**config.mk**
```make
export PLATFORM = sky130hd
export DESIGN_NAME = regfile_flags
export DESIGN_NICKNAME = d
export VERILOG_FILES = /design/src/rtl/regfile_flags.sv
export SDC_FILE = /design/constraint.sdc
export NUM_CORES = 1
export LEC_CHECK = 0
export CORE_MARGIN = 8
export CORE_UTILIZATION = 51
export DETAILED_ROUTE_END_ITERATION = 10
export GPL_ROUTABILITY_DRIVEN = 0
export PLACE_DENSITY = 0.7
export SETUP_SLACK_MARGIN = 0.2
export SYNTH_ARGS = -nofsm -noshare
export SYNTH_HDL_FRONTEND = slang
export SYNTH_SLANG_ARGS = --single-unit
```
**constraint.sdc**
```tcl
create_clock -name clk -period 3.6 [get_ports clk]
set_input_delay 1.08 -clock clk [delete_from_list [all_inputs] [get_ports clk]]
set_output_delay 1.08 -clock clk [all_outputs]
set_load 0.01 [all_outputs]
```
**src/rtl/regfile_flags.sv**
```systemverilog
// Architectural register file with two combinational read ports, ALU and load write ports,
// and registered carry/zero flags. Optional same-cycle write bypass: REGFILE_BYPASS_EN.
module regfile_flags #(
    parameter int DATA_BITS = 8,
    parameter int NUM_REGS  = 16,
    localparam int ADDR_BITS = (NUM_REGS > 1) ? $clog2(NUM_REGS) : 1
) (
    input  logic                 clk,
    input  logic                 reset_n,
    input  logic [ADDR_BITS-1:0] rd_addr_a,
    output logic [DATA_BITS-1:0] rd_data_a,
    input  logic [ADDR_BITS-1:0] rd_addr_b,
    output logic [DATA_BITS-1:0] rd_data_b,
    input  logic                 wr_en,
    input  logic [ADDR_BITS-1:0] wr_addr,
    input  logic [DATA_BITS-1:0] wr_data,
    input  logic                 ld_en,
    input  logic [ADDR_BITS-1:0] ld_addr,
    input  logic [DATA_BITS-1:0] ld_data,
    input  logic                 flags_we,
    input  logic                 carry_in,
    input  logic                 zero_in,
    output logic                 carry_flag,
    output logic                 zero_flag
);

    // One extra bit so NUM_REGS itself is representable when it is a power of two.
    localparam logic [ADDR_BITS:0] REG_LIMIT = (ADDR_BITS + 1)'(NUM_REGS);

    logic [DATA_BITS-1:0] regs [NUM_REGS];
    logic                 carry_q;
    logic                 zero_q;

    logic wr_ok;
    logic ld_ok;
    logic ld_commit;
    logic rda_ok;
    logic rdb_ok;

    always_comb begin
        wr_ok     = wr_en && ({1'b0, wr_addr} < REG_LIMIT);
        ld_ok     = ld_en && ({1'b0, ld_addr} < REG_LIMIT);
        // ALU port owns a shared address; the load data is dropped.
        ld_commit = ld_ok && !(wr_ok && (wr_addr == ld_addr));
        rda_ok    = reset_n && ({1'b0, rd_addr_a} < REG_LIMIT);
        rdb_ok    = reset_n && ({1'b0, rd_addr_b} < REG_LIMIT);
    end

    always_ff @(posedge clk or negedge reset_n) begin
        if (!reset_n) begin
            for (int unsigned i = 0; i < NUM_REGS; i++) begin
                regs[i] <= '0;
            end
        end else begin
            if (ld_commit) begin
                regs[ld_addr] <= ld_data;
            end
            if (wr_ok) begin
                regs[wr_addr] <= wr_data;
            end
        end
    end

    always_ff @(posedge clk or negedge reset_n) begin
        if (!reset_n) begin
            carry_q <= 1'b0;
            zero_q  <= 1'b0;
        end else if (flags_we) begin
            carry_q <= carry_in;
            zero_q  <= zero_in;
        end
    end

    assign carry_flag = carry_q;
    assign zero_flag  = zero_q;

    always_comb begin
        rd_data_a = '0;
        if (rda_ok) begin
            rd_data_a = regs[rd_addr_a];
`ifdef REGFILE_BYPASS_EN
            if (wr_ok && (wr_addr == rd_addr_a)) begin
                rd_data_a = wr_data;
            end else if (ld_ok && (ld_addr == rd_addr_a)) begin
                rd_data_a = ld_data;
            end
`endif
        end
    end

    always_comb begin
        rd_data_b = '0;
        if (rdb_ok) begin
            rd_data_b = regs[rd_addr_b];
`ifdef REGFILE_BYPASS_EN
            if (wr_ok && (wr_addr == rd_addr_b)) begin
                rd_data_b = wr_data;
            end else if (ld_ok && (ld_addr == rd_addr_b)) begin
                rd_data_b = ld_data;
            end
`endif
        end
    end

endmodule
```
### Word level (Yosys, flattened, before mapping)

Cells that the tools add are included.

| storage, ports and cells | value |
|---|---|
| register bits | 130 |
| bits of input ports | 39 |
| output and inout bits | 18 |
| logic and storage cells | 50 |

| operators by class | value |
|---|---|
| $lt $le $gt $ge | 6 |
| equal/unequal tests | 1 |
| muxes and demuxes | 16 |
| bitwise gates (word level) | 4 |
| reduce and logical (&&, ||, !) cells | 5 |

Operator list:

| operator | number |
|---|---|
| $bwmux 128 | 2 |
| $mux 128 | 2 |
| $bmux 8 s4 | 2 |
| $demux 8 s4 | 2 |
| $mux 8 | 8 |
| $ge 5x5->1 const B | 4 |
| $not 4->5 | 4 |
| $lt 5x1->1 const B | 2 |
| $eq 4x4->1 | 1 |
| $logic_and 1x1->1 | 4 |
| $logic_not 1->1 | 1 |

### Logic depth before layout (Yosys ltp)

Gate-level depths: netlist (run 1).

| depth | value |
|---|---|
| word-level depth | 9 |
| mapped depth | 6 |

### Worst setup path before layout (run 1)

Ideal clock, no wire load.

| timing path | value |
|---|---|
| kind | input-to-output |
| start point | input port rd_addr_a[0] |
| end point | output port rd_data_a[2] |
| arrival | 2.279 ns |
| data required time | 2.520 ns |
| slack | 0.241 ns |
| stages | 5 |
| path buffers | 2 |
| path through | buf_2 buf_2 mux4_2 mux2i_1 o22ai_1 |

| between the ends | value |
|---|---|
| cells in the longest elaborated chain, start to end | 5 |

RTL lines:

| what | line | text |
|---|---|---|
| start: declaration | 10 | `input logic [ADDR_BITS-1:0] rd_addr_a,` |
| $not 4->5 (implied by the code) | 80 | `rd_data_a = regs[rd_addr_a];` |
| $bmux 8 s4 | 80 |  |
| $mux 8 (implied by the code) (2 in a row) | 80 |  |
| $mux 8 | 79 | `if (rda_ok) begin` |
| end: declaration | 11 | `output logic [DATA_BITS-1:0] rd_data_a,` |

No other way between the ends. The select of a mux whose other input is x is not followed.

### Worst setup path in the final report (run 1)

| timing path | value |
|---|---|
| start point | input port rd_addr_b[0] |
| end point | output port rd_data_b[1] |

| between the ends | value |
|---|---|
| cells in the longest elaborated chain, start to end | 5 |

RTL lines:

| what | line | text |
|---|---|---|
| start: declaration | 12 | `input logic [ADDR_BITS-1:0] rd_addr_b,` |
| $not 4->5 (implied by the code) | 94 | `rd_data_b = regs[rd_addr_b];` |
| $bmux 8 s4 | 94 |  |
| $mux 8 (implied by the code) (2 in a row) | 94 |  |
| $mux 8 | 93 | `if (rdb_ok) begin` |
| end: declaration | 13 | `output logic [DATA_BITS-1:0] rd_data_b,` |

No other way between the ends. The select of a mux whose other input is x is not followed.

==> results, run 1 <==
- The total power per unit cell area is 514.6 nW/µm².
- The overall routing resource usage is 0.2872.
- For the worst setup path, the data arrival time is 2.42 ns.
- The count of routing violations after the opening detailed-route iteration is 1106.
- At the end of the flow, the number of nets in the layout was 1132.
- Setup violations remaining at the end of the flow were counted as 0.
- Once detailed placement completed, the half-perimeter wirelength came to 21190 µm.
- The post-layout instance count excluding filler cells is 1331.
- After detailed routing, the total wire length is 32060 µm.
- The core outline area is 17300 µm².
- The die is 149.0 µm tall.
- The die covers 22210 µm².
- The per-instance average area after synthesis is 8.418 µm².
- For this run, the number of Yosys warnings is 0.
- The min-delay analysis places its worst path in the category in -> async.
- VDD sags by at most 0.3423 mV.
- The number of nets handed over by synthesis was 1111.
- The routed length on met1 is 12430 µm.
- In the final routed layout, each cell accounts on average for 24.08 µm.
- The number of clock buffers added by TritonCTS is 17.
- STA puts the critical path data required time at 2.52 ns.
- The critical path endpoint category is a primary output.
- The number of pins exceeding their max-slew limit in the final report is 0.
- The run finished with clean final reports.
- The total cell area at the placement stage is 9849 µm².
- The number of buffer cells added on primary ports is 56.
- The maximum number of pins on one net before global-route repair is 65.
- The most frequent cell after synthesis is nor2_1.
- The uppermost layer routed is met4.
- After global routing the overflow that remains totals 0.
- For this run, asynchronously set or reset flops after synthesis account for 1.000.
- The worst setup skew after layout is 0 ns.
- Fill cells in the final layout number 1408.
- The multiplexer share of the synthesized area is 0.1977.
- Static timing analysis puts the maximum clock frequency at 285.7 MHz.
- The via-per-instance ratio is 6.618.
- After routing the design area is 10680 µm².
- The most critical setup path has its startpoint at rd_addr_b[0].
- The first detailed-routing pass ran for 5 iterations.
- Sorting the synthesized cells by area gives the leading types as dfrtp_1 (36%), mux4_2 (16%), nor2_1 (11%).
- After clock tree synthesis, the flow added hold-fix buffers numbering 0.
- In this run the remaining antenna-violating nets after routing total 0.
- The number of vias after detailed routing is 8809.
- The die span in x is 149.0 µm.
- The floorplan has 48 rows.
- The post-synthesis instance area is 9024 µm².
- The largest fanout of any net on the critical path is 8.
- Counting distinct cell types in the post-synthesis netlist gives 28.
- In the final layout, the share of cells above drive strength 1 is 0.1799.
- The multi-input gate area in the final layout is 5351 µm².
- The maximum clock path buffer count is 2.
- The synthesized design contains 0 enable-type register cells.
- The number of design rule violations left after detail routing is 0.
- The number of antenna violations at the first check in global routing is 0.
- The detailed-routed wire length on met2 is 13990 µm.
- For the pin with the worst max-slew slack, the measured transition is 0.8701 ns.
- Including well taps, the total number of placed cells is 1286.
- The detailed route wirelength on metal3 is 4881 µm.
- TritonCTS built the clock tree.
- The adder-cell share of the synthesized area is 0.
- CTS placed an instance of clkbuf_16 at the clock tree root.
- For this run, the leading register cell type out of synthesis is dfrtp_1.
- The time the final worst path needs with I/O delays and setup is 3.500 ns.
- After synthesis the netlist holds a flip-flop and latch count of 130.
- The post-synthesis sequential area ratio is 0.3605.
- The instance count of the mapped netlist is 1072.
- The total of max-cap violations is 0.
- The critical setup path kind is in -> out.
- The I/O pin count is 57.
- The commonest cells after synthesis are nor2_1 (257), nand2_1 (143), dfrtp_1 (130), a31oi_1 (128), o21ai_1 (74).
- The via count of the first global-routing pass was 8136.
- The static leakage power is 4.055 nW.
- The repair_antennas step left the layout with diodes totalling 0.
- Hold timing on the final database bottoms out at a slack of 0.4530 ns.
- Setup repair after global routing could not meet its margin everywhere.
- The total area of sequential cells is 3253 µm².
- The wire length of the first global-routing pass is 48820 µm.
- The clock latency of the later-clocked register in the worst-skew pair is 0.42 ns.
- The worst setup path is launched from an input port.
- The number of H-tree levels is 4.
- The startpoint of the most critical register-to-register path is regs[65]$_DFF_PN0_.
- The area growth from synthesis to layout is 18.40%.
- The count of clock tree sinks is 130.
- By area, the combinational part of the netlist is dominated by simple AND/OR/NAND/NOR gates.
- Of the available clock period, the critical path in the final layout requires 0.9723.
- Of the total synthesized cell area, the portion taken by AND, OR, NAND and NOR gates is 0.2098.
- Measured against its own limit, the worst slew margin works out to 0.4181.
- The starting density of the core is 0.5217.
- The fraction of the mapped netlist area in compound gates is 0.1751.
- The number of endpoints with negative hold slack in the final report is 0.
- Of the total synthesized cell area, the portion taken by XOR and XNOR cells is 0.003605.
- The design draws 0.005498 W.
- The synthesized design spends more area on one cell type than any other, namely dfrtp_1.
- After clock tree synthesis, the clock-pin slew on the worst setup and hold paths is 0.06 ns.
- The area fraction of the dominant cell type after synthesis is 0.3605.
-- cells in the final DEF, fill, tap and decap left out, types with 18 or more instances in the layout --
cell	instances
nand3b_1	18
nand2_1	143
mux2i_1	26
dfrtp_1	130
mux4_2	64
o21ai_1	74
o21ai_0	54
nor2_1	257
a31oi_1	128
clkdlybuf4s50_1	34
buf_4	31
-- worst max-delay path, stage by stage --
cell and delay (ns):
buf_12 0.13, buf_12 0.15, mux4_2 0.52, mux2i_2 0.23
o22ai_2 0.14, buf_6 0.16
-- per-stage QoR --
stage | setup WS [ns] | utilization | TNS [ns]
finish | 0.09955 | 0.6177 | 0
global route | 0.06486 | 0.6177 | 0
CTS | 0.1381 | 0.6139 | 0
detailed placement | -0.5091 | 0.5694 | -5.512
global placement | -0.4611 | 0.5694 | -5.349
floorplan | 0.2407 | - | 0
-- cell families (layout without fill, tap and decap cells) --
group | count (synthesis) | after routing
and+or+nand+nor | 456 | 456
muxes | 98 | 98
AOI/OAI and AO/OA | 276 | 276
xor gates and xnor gates | 2 | 2
DFF | 130 | 130
buffers and inverters | 110 | 144
-- cell type report --
cell class,count,area share
Tap cell,225,0.02635
Multi-Input combinational cell,832,0.5009
Timing Repair Buffer,112,0.1137
Clock buffer,23,0.04474
Clock inverter,9,0.009837
Sequential cell,130,0.3045
-- sequential cells by signal, indices dropped and copies added, names as in the netlist --
| name | flops |
|---|---|
| regs | 128 |
| carry_flag | 1 |
| zero_flag | 1 |
-- final timing paths --
path,endpoint,slack [ns],cells past startpoint
hold reg to reg,zero_flag$_DFFE_PN0P_,0.52,1
setup reg to reg,regs[65]$_DFF_PN0_,2.76,2
max in group asynchronous,regs[75]$_DFF_PN0_,1.46,3
hold / removal,regs[54]$_DFF_PN0_,0.45,1
min in group clk,zero_flag$_DFFE_PN0P_,0.52,1
setup / recovery,rd_data_b[1],0.1,6
-- where the power goes --
part | switching (W) | internal, W | total (W)
Sequential | 0.000473 | 0.00183 | 0.00230
Combinational | 0.000672 | 0.000781 | 0.00145
Clock | 0.000668 | 0.00107 | 0.00174
-- metal layers --
layer	GRT usage	up-vias
met5	0	-
met4	0.08682	0
met3	0.1135	76
met2	0.4136	619
met1	0.3907	4215
li1	-	3899
-- what timing repair did --
item                                    in CTS  in global routing
endpoints found under the setup margin      16                 15
pin swaps                                   10                  7
setup buffers                                8                  1
resized for setup                           93                 12
gates cloned                                 4                  0
Note: power is estimated with default switching activity, not from simulation.
==> run 2: changes to the inputs <==
CORE_ASPECT_RATIO = 0.5   (was unset)
==> results, run 2 (same netlist as run 1, synthesis figures left out) <==
- The maximum number of pins on one net before global-route repair came to 74 (+14%).
- The worst-margin pin slew was 0.9959 ns (+0.1258 ns).
- The number of design rule violations left after detail routing was 0 (unchanged).
- The number of fill cells in the layout is 1374 (-2.4%).
- The time the final worst path needs with I/O delays and setup was 3.490 ns (-0.01042 ns).
- The overall routing resource usage is 0.3130 (+0.02572).
- The critical setup path kind is in -> out.
- The total power per unit cell area is 532.6 nW/µm² (+3.5%).
- The die extent in y is 110.1 µm (-26%).
- The number of setup violations in the final report was 0 (unchanged).
- The area of the die is 22460 µm² (+1.2%).
- The highest clock rate is 286.5 MHz (+0.30%).
- The final wirelength was 34930 µm (+9.0%).
- Tracing the worst setup path back leads to its startpoint at rd_addr_a[0].
- The number of pins exceeding their max-slew limit in the final report is 0 (unchanged).
- The critical path endpoint is rd_data_a[0].
- The share of layout cells above drive strength 1 is 0.1970 (+0.01704).
- The number of H-tree levels is 4 (unchanged).
- The sum of overflow across all layers after global routing was 0 (unchanged).
- The clock latency of the later-clocked register in the worst-skew pair is 0.42 ns (about the same).
- The total number of nets in the final design was 1148 (+1.4%).
- The ratio of final minimum period to clock period is 0.9695 (-0.002893).
- The routed length per placed instance is 25.76 µm (+7.0%).
- The number of cells on the worst reg-to-reg path was 2 (unchanged).
- The path class of the lowest-slack min-delay path is reg -> reg.
- STA classifies the critical path startpoint as an input port.
- The die span in x was 204.1 µm (+37%).
- The number of antenna violations at the first check in global routing is 0 (unchanged).
- The via count of the first global-routing pass is 8967 (+10%).
- The worst setup skew after layout is 0 ns (unchanged).
- The clock buffer count from CTS is 17 (unchanged).
- The antenna violation net count after detailed routing was 0 (unchanged).
- The core outline area is 17360 µm² (+0.35%).
- The I/O pin count came to 57 (unchanged).
- The total of max-cap violations came to 0 (unchanged).
- The largest fanout of any net on the critical path was 6 (-2).
- The largest vdd supply drop is 0.3723 mV (+8.7%).
- The worst slew slack as a fraction of its limit is 0.3361 (-0.08206).
- The maximum clock path buffer count is 2 (unchanged).
- The count of routing violations after the opening detailed-route iteration was 1578 (+43%).
- The most frequent standard cell in the layout excluding fill and tap cells is nor2_1.
- The flow ran to the end, and the final reports show no timing, DRC or antenna violations.
- Compared with the post-synthesis result, the final layout area differs by 21.82%.
- The wire length of the first global-routing pass is 53450 µm (+9.5%).
- The critical path endpoint category is a primary output.
- The library cells used most frequently in the layout, excluding fill and tap cells, are nor2_1 (257), nand2_1 (142), dfrtp_1 (130).
- The final design utilization is 0.6334 (+0.01567).
- The count of clock tree sinks is 130 (unchanged).
- The number of flip-flops under the largest register name came to 128 (unchanged).
- The detailed placer's ending HPWL is 22420 µm (+5.8%).
- The critical path required time was 2.52 ns (about the same).
- The row count is 34 (-29%).
- The via-per-instance ratio is 6.887 (+4.1%).
- Setup repair after global routing could not meet its margin everywhere.
- The number of buffer cells added on primary ports is 56 (unchanged).
- The summed area of non-filler cells in the final layout came to 10990 µm² (+2.9%).
- The starting density of the core came to 0.5199 (-0.001805).
- TritonCTS built the clock tree.
- The number of endpoints with negative hold slack in the final report was 0 (unchanged).
- The count of TritonRoute iterations in the first routing pass is 6 (+1).
- The static leakage power is 4.204 nW (+3.7%).
- The total inserted antenna cells was 0 (unchanged).
- The clock-pin transition on the worst setup and hold timing paths came to 0.06 ns (about the same).
- The total cell area at the placement stage was 9908 µm² (+0.60%).
- In this run the critical register-to-register path is captured at regs[66]$_DFF_PN0_.
- The startpoint identified for the worst register-to-register timing path is regs[66]$_DFF_PN0_.
- The number of vias after detailed routing was 9339 (+6.0%).
- The data arrival at the endpoint of the critical path is 2.41 ns (about the same).
- The buffer cell driving the clock tree root is clkbuf_16.
- The worst hold-check slack was 0.5152 ns (+0.06215 ns).
- The register with the most flip-flops in the final layout is regs.
- The register-to-register setup slack was 2.71 ns (-0.05 ns).
## run 2: cell types whose count changed in the layout (fill, tap and decap cells not counted), sizes merged
cell / before / now
buf: 77 / 90
bufinv: 2 / 6
bufbuf: 0 / 1
clkbuf: 23 / 22
clkdlybuf4s50: 34 / 33
clkinv: 6 / 5
clkinvlp: 1 / 2
## run 2: per-layer routing
metal / share of wire / routed length (µm) / up-vias / GRT usage
met1: 0.38 / 13150 / 4462 / 0.4124
li1: - / - / 3923 / -
met4: 0.040 / 1404 / 0 / 0.1482
met2: 0.41 / 14380 / 820 / 0.4472
met5: 0 / 0 / - / 0
met3: 0.17 / 5994 / 134 / 0.1275
## run 2: final cells by class
| type | count | area (µm²) | share of cell area |
|---|---|---|---|
| Sequential cell | 130 | 3253 | 0.2959 |
| Multi-Input combinational cell | 832 | 5371 | 0.4886 |
| Clock buffer | 19 | 452.9 | 0.04120 |
| Tap cell | 234 | 292.8 | 0.02663 |
| Clock inverter | 13 | 231.5 | 0.02106 |
| Timing Repair Buffer | 128 | 1391 | 0.1266 |
## run 2: worst min-delay path by stage
stage | cells after the start | slack (ns) | to | from
final | 1 | 0.52 | zero_flag$_DFFE_PN0P_ | zero_flag$_DFFE_PN0P_
after floorplan | 2 | 0.53 | regs[15]$_DFF_PN0_ | regs[15]$_DFF_PN0_
after global placement | 1 | 0.49 | carry_flag$_DFFE_PN0P_ | carry_flag$_DFFE_PN0P_
after global routing | 1 | 0.53 | carry_flag$_DFFE_PN0P_ | carry_flag$_DFFE_PN0P_
after CTS | 1 | 0.52 | carry_flag$_DFFE_PN0P_ | carry_flag$_DFFE_PN0P_
after detailed placement | 1 | 0.51 | carry_flag$_DFFE_PN0P_ | carry_flag$_DFFE_PN0P_
## run 2: timing repair
| action | in CTS | in global routing |
|---|---|---|
| gates cloned | 4 | 1 |
| buffers inserted | 10 | 2 |
| resized for setup | 104 | 16 |
| pin swaps | 6 | 7 |
| hold buffers | 0 | 0 |
| endpoints found under the setup margin | 16 | 16 |
## run 2: worst max-delay path: stages
cell,delay (ns)
buf_12,0.12
buf_12,0.13
buf_6,0.09
mux4_2,0.51
mux2i_2,0.19
o22ai_2,0.12
buf_2,0.16
## run 2: through the flow
stage	setup WS [ns]	power [W]	setup TNS (ns)	cells
3_3_place_gp	-0.3110	0.003585	-4.120	1307
4_1_cts	0.1309	0.005730	0	1353
3_5_place_dp	-0.3220	0.003658	-4.443	1307
6_report	0.1100	0.005855	0	1356
2_1_floorplan	0.2407	0.003037	0	1072
5_1_grt	0.08713	0.006047	0	1356
## run 2: power breakdown
part	switching (W)	total, W	internal, W
combinational	0.000740	0.00155	0.000808
clock	0.000704	0.00204	0.00134
sequential	0.000433	0.00227	0.00183
total	0.00188	0.00585	0.00398
==> run 3: changes to the inputs <==
CTS_CLUSTER_DIAMETER = 80   (was unset)
==> results of run 3 <==
Final layout, timing and power as in run 2 (identical DEF).
